`config.mk`:
```
export PLATFORM = sky130hd
export DESIGN_NAME = muldiv_ctrl
export DESIGN_NICKNAME = d
export VERILOG_FILES = /design/src/rtl/muldiv_ctrl.sv
export SDC_FILE = /design/constraint.sdc
export NUM_CORES = 1
export LEC_CHECK = 0
export ABC_AREA = 1
export CELL_PAD_IN_SITES_DETAIL_PLACEMENT = 2
export CELL_PAD_IN_SITES_GLOBAL_PLACEMENT = 2
export CORE_AREA = 5 5 246 248
export DETAILED_ROUTE_END_ITERATION = 7
export DIE_AREA = 0 0 251 253
export PLACE_DENSITY = 0.85
export REMOVE_ABC_BUFFERS = 1
export SYNTH_ARGS = -nofsm -noshare
export SYNTH_HDL_FRONTEND = slang
export SYNTH_SLANG_ARGS = --single-unit
export TNS_END_PERCENT = 5
```
`constraint.sdc`:
```
create_clock -name clk -period 5.8 [get_ports clk]
set_input_delay 1.45 -clock clk [delete_from_list [all_inputs] [get_ports clk]]
set_output_delay 1.45 -clock clk [all_outputs]
set_load 0.05 [all_outputs]
```
`src/rtl/muldiv_ctrl.sv`:
```
// muldiv_ctrl: HI/LO multiply/divide unit, 32-cycle shift-add multiply and radix-2 restoring divide.
// Optional macro MULDIV_FAST_MUL_EN: multiplies complete in one cycle from a combinational product.

`ifndef W_DATA
`define W_DATA 32
`endif
`ifndef W_FUNC
`define W_FUNC 2
`endif
`ifndef FUNC_MUL
`define FUNC_MUL 2'd1
`endif
`ifndef FUNC_DIV
`define FUNC_DIV 2'd2
`endif
`ifndef OPER_ALUS
`define OPER_ALUS 1'b1
`endif
`ifndef OPER_ALUU
`define OPER_ALUU 1'b0
`endif

module muldiv_ctrl (
    input  logic               clk,
    input  logic               rst,
    input  logic               req,
    input  logic [`W_FUNC-1:0] func,
    input  logic               sgn,
    input  logic [`W_DATA-1:0] opa,
    input  logic [`W_DATA-1:0] opb,
    input  logic               mthi,
    input  logic               mtlo,
    input  logic [`W_DATA-1:0] wdata,
    input  logic               flush,
    output logic [`W_DATA-1:0] hi,
    output logic [`W_DATA-1:0] lo,
    output logic               busy,
    output logic               done
);
    localparam int DATA_W = `W_DATA;

    typedef enum logic [1:0] {IDLE, MUL, DIV, FIX} state_t;

    state_t                state_q, state_d;
    logic [4:0]            cnt_q;
    logic                  div_q;
    logic                  neg_res_q;
    logic                  neg_rem_q;
    logic                  dz_q;
    logic [DATA_W-1:0]     opa_q;
    logic [DATA_W-1:0]     mag_b_q;
    logic [2*DATA_W-1:0]   acc_q;

    logic                  is_sgn, legal, accept;
    logic [DATA_W:0]       mul_sum;
    logic [2*DATA_W-1:0]   mul_next, mul_res;
    logic [DATA_W:0]       div_shift;
    logic                  div_ge;
    logic [DATA_W-1:0]     div_rem;
    logic [2*DATA_W-1:0]   div_next;
    logic [DATA_W-1:0]     fix_hi, fix_lo;

    function automatic logic [DATA_W-1:0] neg_if(input logic [DATA_W-1:0] v, input logic n);
        return n ? -v : v;
    endfunction

    function automatic logic [DATA_W-1:0] mag(input logic [DATA_W-1:0] v, input logic s);
        return neg_if(v, s & v[DATA_W-1]);
    endfunction

    function automatic logic [2*DATA_W-1:0] neg64_if(input logic [2*DATA_W-1:0] v, input logic n);
        return n ? -v : v;
    endfunction

    assign is_sgn = (sgn == `OPER_ALUS);
    assign legal  = (func == `FUNC_MUL) || (func == `FUNC_DIV);
    assign accept = req && !flush && (state_q == IDLE) && legal;
    assign busy   = (state_q != IDLE);

`ifdef MULDIV_FAST_MUL_EN
    logic                  fast_mul;
    logic [2*DATA_W-1:0]   fast_a, fast_b, fast_prod;

    // Sign-extended operands; the low 64 bits of the product are correct for both signednesses
    assign fast_a    = {{DATA_W{is_sgn & opa[DATA_W-1]}}, opa};
    assign fast_b    = {{DATA_W{is_sgn & opb[DATA_W-1]}}, opb};
    assign fast_prod = fast_a * fast_b;
    assign fast_mul  = accept && (func == `FUNC_MUL);
`endif

    always_comb begin
        state_d = state_q;
        case (state_q)
            IDLE: begin
                if (accept) begin
`ifdef MULDIV_FAST_MUL_EN
                    if (func == `FUNC_DIV) state_d = DIV;
`else
                    state_d = (func == `FUNC_DIV) ? DIV : MUL;
`endif
                end
            end
            MUL, DIV: begin
                if (flush) state_d = IDLE;
                else if (cnt_q == 5'd31) state_d = FIX;
            end
            FIX:     state_d = IDLE;
            default: state_d = IDLE;
        endcase
    end

    // Multiply step: acc = {partial product, remaining multiplier bits}, shifted right each cycle
    assign mul_sum  = {1'b0, acc_q[2*DATA_W-1:DATA_W]} + (acc_q[0] ? {1'b0, mag_b_q} : '0);
    assign mul_next = {mul_sum, acc_q[DATA_W-1:1]};

    // Divide step: acc = {remainder, dividend/quotient}, one quotient bit shifted in per cycle
    assign div_shift = {acc_q[2*DATA_W-1:DATA_W], acc_q[DATA_W-1]};
    assign div_ge    = (div_shift >= {1'b0, mag_b_q});
    assign div_rem   = div_ge ? DATA_W'(div_shift - {1'b0, mag_b_q}) : div_shift[DATA_W-1:0];
    assign div_next  = {div_rem, acc_q[DATA_W-2:0], div_ge};

    assign mul_res = neg64_if(acc_q, neg_res_q);
    assign fix_lo  = div_q ? (dz_q ? '1 : neg_if(acc_q[DATA_W-1:0], neg_res_q))
                           : mul_res[DATA_W-1:0];
    assign fix_hi  = div_q ? (dz_q ? opa_q : neg_if(acc_q[2*DATA_W-1:DATA_W], neg_rem_q))
                           : mul_res[2*DATA_W-1:DATA_W];

    always_ff @(posedge clk) begin
        if (rst) begin
            state_q <= IDLE;
            cnt_q   <= '0;
            hi      <= '0;
            lo      <= '0;
            done    <= 1'b0;
        end else begin
            state_q <= state_d;
            if (accept) cnt_q <= '0;
            else if (state_q == MUL || state_q == DIV) cnt_q <= cnt_q + 5'd1;

            if (state_q == FIX && !flush) begin
                hi <= fix_hi;
                lo <= fix_lo;
            end
`ifdef MULDIV_FAST_MUL_EN
            else if (fast_mul) begin
                hi <= fast_prod[2*DATA_W-1:DATA_W];
                lo <= fast_prod[DATA_W-1:0];
            end
`endif
            else if (state_q == IDLE && !accept) begin
                if (mthi) hi <= wdata;
                if (mtlo) lo <= wdata;
            end

`ifdef MULDIV_FAST_MUL_EN
            done <= (state_q == FIX && !flush) || fast_mul;
`else
            done <= (state_q == FIX && !flush);
`endif
        end
    end

    // Operand capture and iteration datapath; reset only matters for control
    always_ff @(posedge clk) begin
        if (accept) begin
            div_q     <= (func == `FUNC_DIV);
            opa_q     <= opa;
            mag_b_q   <= mag(opb, is_sgn);
            acc_q     <= {{DATA_W{1'b0}}, mag(opa, is_sgn)};
            neg_res_q <= is_sgn & (opa[DATA_W-1] ^ opb[DATA_W-1]);
            neg_rem_q <= is_sgn & opa[DATA_W-1];
            dz_q      <= (opb == '0);
        end else if (state_q == MUL) begin
            acc_q <= mul_next;
        end else if (state_q == DIV) begin
            acc_q <= div_next;
        end
    end

endmodule

```
==> impl_table.tex, run 1 <==
\begin{tabular}{lr}
\hline
Metric & Value \\
\hline
\multicolumn{2}{l}{\textbf{Layout}} \\
Share of layout cells above drive strength 1 & 0.0388 \\
Area delta synth->final & 17.2\% \\
Final cell utilization of the core & 0.370 \\
Number of nets in the final layout & 3,337 \\
Fill cell total of the finished layout & 7,245 \\
Final standard cell area without fillers & 21,600 µm² \\
Number of antenna diodes & 0 \\
\multicolumn{2}{l}{\textbf{Critical path}} \\
Worst-path maximum fanout & 37 \\
Launching point of the worst reg2reg path & acc\_q[46] \\
Path type of the worst setup path & primary input to flip-flop \\
Worst-case register-to-register setup slack & 1.94 ns \\
Element type at the critical path end & flip-flop \\
Number of cells traversed by the worst register-to-register path & 13 \\
CP Data Required Time & 6.29 ns \\
Launching element type of the critical path & primary input \\
FF-to-FF End & acc\_q[59] \\
CP arrival & 4.58 ns \\
\multicolumn{2}{l}{\textbf{Clock network}} \\
Skew-Pair Late Insertion Delay & 0.57 ns \\
Number of buffers inserted for hold repair after clock tree synthesis & 0 \\
Number of gates resized after cts & 0 \\
Number of clock sinks & 204 \\
Clock transition at path regs & 0.06 ns \\
Cell chosen for the clock root & sky130\_fd\_sc\_hd\_\_clkbuf\_16 \\
Maximum level of the CTS H-tree & 1 \\
Number of buffers inserted by post-CTS setup repair & 0 \\
Clock tree from TritonCTS & built \\
Largest buffer count on any clock path & 3 \\
Number of buffers added by the clock tree synthesis step & 27 \\
\multicolumn{2}{l}{\textbf{Drt}} \\
Drt drc & 0 \\
DR iter-0 viols & 1,411 \\
Via density & 5.46 \\
Residual antenna-violating net count after detailed routing & 0 \\
Via Count & 21,600 \\
Detailed-routing iteration count for the pre-antenna-repair pass & 5 \\
Final wirelength & 94,300 µm \\
Final routed wire length divided by cell count & 23.9 µm \\
\multicolumn{2}{l}{\textbf{GRT}} \\
Antenna violations before repair & 4 \\
Global-route usage over all layers & 0.285 \\
Vias in the first global route & 23,300 \\
Wire length of the first global-routing pass & 141,000 µm \\
Residual overflow from global routing & 0 \\
Pin count of the biggest net entering global routing & 68 \\
\multicolumn{2}{l}{\textbf{STA}} \\
Hold Violations, Final & 0 \\
Clock Skew & 0.0181 ns \\
Max-slew violation count & 0 \\
Transition time at the pin with the least slew margin & 1.35 ns \\
Post-route minimum period & 4.09 ns \\
Final WS setup & 1.71 ns \\
Achievable frequency & 245 MHz \\
Worst slew margin & 0.102 \\
Number of endpoints failing setup at the final stage & 0 \\
Unrepaired setup endpoints after global routing & no \\
Final cycle utilization of the critical path & 0.705 \\
\multicolumn{2}{l}{\textbf{Yosys}} \\
Async SR Flop Fraction & 0 \\
Mapped Cells & 3,042 \\
Dominant synthesized flop cell & sky130\_fd\_sc\_hd\_\_dfxtp\_1 \\
Number of distinct library cell variants in the gate-level netlist after synthesis & 51 \\
Biggest area contributors in the synthesized netlist & sky130\_fd\_sc\_hd\_\_nand2\_1 21\%, sky130\_fd\_sc\_hd\_\_edfxtp\_1 16\%, sky130\_fd\_sc\_hd\_\_dfxtp\_1 11\% \\
Post-synthesis instance area & 18,400 µm² \\
Number of synthesized flops with an enable pin & 100 \\
Synthesized flop and latch total & 204 \\
Count of synthesis-stage warnings from yosys & 0 \\
Part of the Yosys area used for sequential elements & 0.276 \\
Largest area contributor in the netlist & sky130\_fd\_sc\_hd\_\_nand2\_1 \\
Mean area per synthesized cell & 6.05 µm² \\
Share of Yosys cell area claimed by the top area cell type & 0.209 \\
\multicolumn{2}{l}{\textbf{Placement}} \\
Port Buffer Count & 170 \\
Routability Congestion & 0.954 \\
Pre-CTS setup slack & 1.26 ns \\
Placed Instance Area & 20,800 µm² \\
Post-detail-place hpwl & 75,600 µm \\
\multicolumn{2}{l}{\textbf{Power}} \\
Max rail drop VDD & 469 µV \\
Static power due to leakage & 0.0101 µW \\
Power per standard cell area & 563 nW/µm² \\
\multicolumn{2}{l}{\textbf{Min path}} \\
Worst hold start & cnt\_q[4] \\
Worst-case hold path end point & cnt\_q[4] \\
Worst min path class & flip-flop to flip-flop \\
Hold depth & 2 \\
\multicolumn{2}{l}{\textbf{Floorplanning}} \\
Die boundary height & 253 µm \\
Die Footprint & 63,500 µm² \\
Initial standard-cell utilization of the core & 0.316 \\
Row Count & 89 \\
Boundary pin count & 171 \\
Placeable Area & 58,200 µm² \\
Chip width & 251 µm \\
\multicolumn{2}{l}{\textbf{Flow run}} \\
Number of violations of the max-capacitance limit & 0 \\
\multicolumn{2}{l}{\textbf{Outcome}} \\
Result of the run & completed \\
\hline
\end{tabular}
==> stage by stage <==
| step | setup TNS [ns] | hold slack [ns] | total power [µW] | cells |
|---|---|---|---|---|
| 6_report | 0 | 0.483 | 12100 | 3947 |
| 5_1_grt | 0 | 0.509 | 13000 | 3947 |
| 4_1_cts | 0 | 0.480 | 12100 | 3947 |
| 3_5_place_dp | 0 | 0.470 | 10400 | 3898 |
| 3_3_place_gp | 0 | 0.453 | 9960 | 3898 |
| 2_1_floorplan | -68.33 | 0.445 | 7360 | 2937 |
==> worst max path at each step <==
stage / from / endpoint / cells past startpoint
floorplan: func[0] / acc_q[0] / 6
finish: func[0] / lo[12] / 13
CTS: func[0] / lo[12] / 13
detailed placement: func[0] / lo[9] / 12
global route: func[0] / lo[12] / 13
global placement: func[0] / lo[26] / 12
==> cells by family (layout without fill, tap and decap cells) <==
kind of cell / count (synthesis) / count (layout) / synth area share
compound gates: 503 / 503 / 0.147
xor+xnor: 83 / 83 / 0.0395
fa+ha+maj: 78 / 78 / 0.0538
buf+inv: 496 / 628 / 0.104
flops: 204 / 204 / 0.276
simple gates: 1678 / 1678 / 0.379
==> sequential cells by signal, summed over array words and instances, names as in the netlist <==
| name | cells |
|---|---|
| acc_q | 64 |
| hi | 32 |
| lo | 32 |
| mag_b_q | 32 |
| opa_q | 32 |
| cnt_q | 5 |
| state_q | 2 |
| div_q | 1 |
| done | 1 |
| dz_q | 1 |
| neg_rem_q | 1 |
| neg_res_q | 1 |
==> where the power goes <==
| group | switching [µW] | leakage (µW) | total [µW] | internal (µW) |
|---|---|---|---|---|
| Sequential | 709 | 0.00179 | 2760 | 2050 |
| Combinational | 5570 | 0.00794 | 7790 | 2230 |
| Clock | 715 | 0.000377 | 1590 | 873 |
| Total | 6990 | 0.0101 | 12100 | 5150 |
==> critical path: stages <==
cell                              delay [ns]
sky130_fd_sc_hd__clkdlybuf4s50_1        0.45
sky130_fd_sc_hd__inv_1                  0.05
sky130_fd_sc_hd__ha_1                   0.29
sky130_fd_sc_hd__nor2_1                 0.10
sky130_fd_sc_hd__and3_4                 0.19
sky130_fd_sc_hd__nor2_2                 0.09
sky130_fd_sc_hd__nand2_2                0.33
sky130_fd_sc_hd__inv_1                  0.34
sky130_fd_sc_hd__nor2_4                 0.74
sky130_fd_sc_hd__nand2_1                0.11
sky130_fd_sc_hd__o21ai_0                0.14
sky130_fd_sc_hd__a21oi_1                0.10
sky130_fd_sc_hd__nor2_1                 0.18
==> per-layer routing <==
metal	track usage	wire, µm	share of wire	up-vias
met1	0.382	42200	0.45	10800
met2	0.469	42800	0.45	571
met5	0	27	0.00029	-
met4	0.0886	3380	0.036	4
met3	0.0541	5840	0.062	165
li1	-	-	-	10000
==> synth_stat cells (17+ instances only) <==
master	n
sky130_fd_sc_hd__nor2_1	310
sky130_fd_sc_hd__clkbuf_1	73
sky130_fd_sc_hd__o21ai_0	234
sky130_fd_sc_hd__nor2_2	20
sky130_fd_sc_hd__inv_1	377
sky130_fd_sc_hd__ha_1	76
sky130_fd_sc_hd__nand2_1	1025
sky130_fd_sc_hd__xnor2_1	18
sky130_fd_sc_hd__dfxtp_1	104
sky130_fd_sc_hd__nor3_1	38
sky130_fd_sc_hd__a21oi_1	178
sky130_fd_sc_hd__nand3b_1	23
sky130_fd_sc_hd__nand3_1	179
sky130_fd_sc_hd__nand4_1	39
sky130_fd_sc_hd__edfxtp_1	100
sky130_fd_sc_hd__o211ai_1	17
sky130_fd_sc_hd__xor2_1	65
==> area by class of cell <==
class / count / area (µm²) / area share
Clock buffer: 40 / 734 / 0.0341
Clock inverter: 9 / 55.1 / 0.00255
Inverter: 391 / 1470 / 0.0681
Multi-Input combinational cell: 2342 / 11400 / 0.530
Sequential cell: 204 / 5080 / 0.236
Tap cell: 773 / 967 / 0.0448
Timing Repair Buffer: 188 / 1840 / 0.0852
==> cell usage in the layout, fill, tap and decap left out, types with 5 or more instances in the layout <==
cell type,n
sky130_fd_sc_hd__nand2_1,1024
sky130_fd_sc_hd__inv_1,377
sky130_fd_sc_hd__nor2_1,309
sky130_fd_sc_hd__o21ai_0,234
sky130_fd_sc_hd__nand3_1,179
sky130_fd_sc_hd__a21oi_1,178
sky130_fd_sc_hd__clkdlybuf4s50_1,170
sky130_fd_sc_hd__dfxtp_1,104
sky130_fd_sc_hd__edfxtp_1,100
sky130_fd_sc_hd__ha_1,75
sky130_fd_sc_hd__xor2_1,65
sky130_fd_sc_hd__nand4_1,39
sky130_fd_sc_hd__nor3_1,38
sky130_fd_sc_hd__clkbuf_16,27
sky130_fd_sc_hd__nand3b_1,23
sky130_fd_sc_hd__nor2_2,21
sky130_fd_sc_hd__xnor2_1,18
sky130_fd_sc_hd__buf_4,18
sky130_fd_sc_hd__o211ai_1,17
sky130_fd_sc_hd__a31oi_1,16
sky130_fd_sc_hd__o21ai_1,14
sky130_fd_sc_hd__nand2_2,12
sky130_fd_sc_hd__clkbuf_1,12
sky130_fd_sc_hd__inv_2,11
sky130_fd_sc_hd__o21bai_1,10
sky130_fd_sc_hd__nor4_1,7
sky130_fd_sc_hd__a21o_1,6
sky130_fd_sc_hd__clkinv_1,5
sky130_fd_sc_hd__or2_2,5
sky130_fd_sc_hd__nand3_2,5
sky130_fd_sc_hd__a221oi_1,5
Power figures use the tool's default switching activity.
==> inputs of run 2 (changes only) <==
--- a/config.mk
+++ b/config.mk
@@ -8,10 +8,10 @@
 export ABC_AREA = 1
 export CELL_PAD_IN_SITES_DETAIL_PLACEMENT = 2
 export CELL_PAD_IN_SITES_GLOBAL_PLACEMENT = 2
-export CORE_AREA = 5 5 246 248
+export CORE_AREA = 5 5 258 260
 export DETAILED_ROUTE_END_ITERATION = 7
-export DIE_AREA = 0 0 251 253
-export PLACE_DENSITY = 0.85
+export DIE_AREA = 0 0 263 265
+export PLACE_DENSITY = 0.82
 export REMOVE_ABC_BUFFERS = 1
 export SYNTH_ARGS = -nofsm -noshare
 export SYNTH_HDL_FRONTEND = slang
==> constraint.sdc (replaced) <==
create_clock -name clk -period 3.45 [get_ports clk]
set_input_delay 0.8625 -clock clk [delete_from_list [all_inputs] [get_ports clk]]
set_output_delay 0.8625 -clock clk [all_outputs]
set_load 0.05 [all_outputs]
==> impl_table.tex, run 2 (synthesis results as in run 1) <==
\begin{tabular}{lr}
\hline
Metric & Value \\
\hline
\multicolumn{2}{l}{\textbf{STA}} \\
Max-slew violation count & 0 (unchanged) \\
Achievable frequency & 313 MHz \\
Hold Violations, Final & 0 (unchanged) \\
Final WS setup & 0.252 ns (-1.46 ns) \\
Transition time at the pin with the least slew margin & 1.04 ns (-0.303 ns) \\
Post-route worst hold slack & 0.498 ns (+0.0153 ns) \\
Post-route minimum period & 3.20 ns \\
Number of endpoints failing setup at the final stage & 0 (unchanged) \\
Clock Skew & 0.0315 ns (+0.0134 ns) \\
Total negative slack for setup checks & 0 ns (unchanged) \\
Worst slew margin & 0.303 (+0.201) \\
Unrepaired setup endpoints after global routing & no \\
Final cycle utilization of the critical path & 0.927 \\
\multicolumn{2}{l}{\textbf{Clock network}} \\
Number of buffers inserted for hold repair after clock tree synthesis & 0 (unchanged) \\
Clock tree from TritonCTS & built \\
Skew-Pair Late Insertion Delay & 0.60 ns (+0.03 ns) \\
Number of buffers added by the clock tree synthesis step & 29 (+7.4\%) \\
Number of clock sinks & 204 (unchanged) \\
Cell chosen for the clock root & sky130\_fd\_sc\_hd\_\_clkbuf\_16 \\
Number of buffers inserted by post-CTS setup repair & 0 (unchanged) \\
Clock transition at path regs & 0.06 ns (about the same) \\
Largest buffer count on any clock path & 3 (unchanged) \\
Number of gates resized after cts & 0 (unchanged) \\
Maximum level of the CTS H-tree & 1 (unchanged) \\
\multicolumn{2}{l}{\textbf{Drt}} \\
DR iter-0 viols & 1,742 (+23\%) \\
Final wirelength & 103,000 µm (+9.5\%) \\
Detailed-routing iteration count for the pre-antenna-repair pass & 5 (unchanged) \\
Via density & 5.37 (-1.6\%) \\
Via Count & 22,200 (+2.8\%) \\
Residual antenna-violating net count after detailed routing & 0 (unchanged) \\
Final routed wire length divided by cell count & 25.0 µm (+4.8\%) \\
Drt drc & 0 (unchanged) \\
\multicolumn{2}{l}{\textbf{GRT}} \\
Antenna violations before repair & 4 (unchanged) \\
Pin count of the biggest net entering global routing & 87 (+28\%) \\
Global-route usage over all layers & 0.282 (-0.00288) \\
Residual overflow from global routing & 0 (unchanged) \\
Wire length of the first global-routing pass & 152,000 µm (+7.8\%) \\
Vias in the first global route & 23,600 (+1.4\%) \\
\multicolumn{2}{l}{\textbf{Critical path}} \\
Largest stage delay on the critical path & 0.45 ns (-0.29 ns) \\
Number of buffer and inverter stages on the critical path & 3 (unchanged) \\
CP arrival & 3.72 ns (-0.86 ns) \\
Launching element type of the critical path & flip-flop \\
Worst-path maximum fanout & 18 (-51\%) \\
Family with the most delay on the worst path & simple AND/OR/NAND/NOR gates \\
Element type at the critical path end & flip-flop \\
CP Data Required Time & 3.97 ns (-2.32 ns) \\
Worst path cell trace & buf\_12, inv\_2, ha\_1, nand3\_1, nor2\_2, nand3\_2, nor2\_2, nand2\_1, inv\_1, nand3\_1, nand3\_1, nand2\_1, o21ai\_0, nand2\_1, nand2\_1 \\
Critical Path Most Common Cell & sky130\_fd\_sc\_hd\_\_nand2\_1 \\
Worst-case register-to-register setup slack & 0.25 ns (-1.69 ns) \\
Slowest stage cell on the critical path & sky130\_fd\_sc\_hd\_\_o21ai\_0 \\
Path type of the worst setup path & flip-flop to flip-flop \\
\multicolumn{2}{l}{\textbf{Power}} \\
Max rail drop VDD & 516 µV (+10\%) \\
Static power due to leakage & 0.0106 µW (+4.9\%) \\
Power per standard cell area & 976 nW/µm² (+73\%) \\
\multicolumn{2}{l}{\textbf{Layout}} \\
Number of flip-flops under the largest register name & 64 (unchanged) \\
Number of nets in the final layout & 3,427 (+2.7\%) \\
Register bank with the most flops & acc\_q \\
Area of the multi-input gates & 11,400 µm² (unchanged) \\
Share of layout cells above drive strength 1 & 0.0655 (+0.0268) \\
Most used cells in the layout excluding fill and tap cells & 1,024 x sky130\_fd\_sc\_hd\_\_nand2\_1, 377 x sky130\_fd\_sc\_hd\_\_inv\_1, 309 x sky130\_fd\_sc\_hd\_\_nor2\_1 \\
Count of non-filler cells in the finished layout & 4,122 (+4.4\%) \\
Commonest non-fill, non-tap cell in the layout & sky130\_fd\_sc\_hd\_\_nand2\_1 \\
Fill cell total of the finished layout & 7,839 (+8.2\%) \\
Final cell utilization of the core & 0.352 (-0.0180) \\
Area delta synth->final & 22.3\% \\
Sequential cell area & 5080 µm² (unchanged) \\
\multicolumn{2}{l}{\textbf{Floorplanning}} \\
Chip width & 263 µm (+4.8\%) \\
Die boundary height & 265 µm (+4.7\%) \\
Boundary pin count & 171 (unchanged) \\
Initial standard-cell utilization of the core & 0.288 (-0.0279) \\
Placeable Area & 63,900 µm² (+9.7\%) \\
Die Footprint & 69,700 µm² (+9.8\%) \\
Row Count & 93 (+4.5\%) \\
\multicolumn{2}{l}{\textbf{Placement}} \\
Post-Place Cells & 4,068 (+4.4\%) \\
Post-detail-place hpwl & 83,600 µm (+11\%) \\
Port Buffer Count & 170 (unchanged) \\
Routability Congestion & 0.979 (+2.7\%) \\
Pre-CTS setup slack & -0.0523 ns (-1.32 ns) \\
\multicolumn{2}{l}{\textbf{Min path}} \\
Worst min path class & flip-flop to flip-flop \\
\multicolumn{2}{l}{\textbf{Flow run}} \\
Number of violations of the max-capacitance limit & 0 (unchanged) \\
\multicolumn{2}{l}{\textbf{Outcome}} \\
Result of the run & completed \\
\hline
\end{tabular}
-- run 2: worst reg2reg max path, stage by stage (launching register included) --
cell,delay [ns]
sky130_fd_sc_hd__edfxtp_1,0.43
sky130_fd_sc_hd__buf_12,0.20
sky130_fd_sc_hd__inv_2,0.09
sky130_fd_sc_hd__ha_1,0.24
sky130_fd_sc_hd__nand3_1,0.18
sky130_fd_sc_hd__nor2_2,0.32
sky130_fd_sc_hd__nand3_2,0.17
sky130_fd_sc_hd__nor2_2,0.23
sky130_fd_sc_hd__nand2_1,0.11
sky130_fd_sc_hd__inv_1,0.16
sky130_fd_sc_hd__nand3_1,0.15
sky130_fd_sc_hd__nand3_1,0.14
sky130_fd_sc_hd__nand2_1,0.06
sky130_fd_sc_hd__o21ai_0,0.45
sky130_fd_sc_hd__nand2_1,0.10
sky130_fd_sc_hd__nand2_1,0.08
-- run 2: power by group --
group / internal, µW / switching, µW / total (µW)
clock network: 1570 / 1240 / 2810
logic: 4410 / 10500 / 14900
registers: 3450 / 792 / 4240
total: 9430 / 12500 / 22000
-- run 2: routing by layer --
metal | GRT usage | wire (µm) | vias up
met5 | 0 | 0 | -
met4 | 0.0797 | 3340 | 0
met3 | 0.0573 | 7130 | 144
met2 | 0.444 | 45200 | 679
met1 | 0.396 | 47600 | 11100
li1 | - | - | 10200
-- run 2: final cells by class --
type,count,area share
clock buffer,43,0.0350
antenna,1,0.000111
tap,855,0.0475
sequential,204,0.226
inverter,391,0.0652
clock inverter,10,0.00267
timing repair buffer,276,0.116
multi-input combinational,2342,0.507
-- run 2: worst paths after layout --
kind / startpoint / end / depth (start not counted)
setup / recovery: acc_q[0] / hi[12] / 15
hold / removal: lo[0] / lo[0] / 2
setup reg to reg: acc_q[0] / hi[12] / 15
hold reg to reg: lo[0] / lo[0] / 2
-- run 2: metrics by stage --
stage	power (µW)	cell area, µm²
floorplan	12400	18000
global placement	18000	21700
detailed placement	18700	21700
CTS	21700	22500
global route	23300	22500
finish	22000	22500
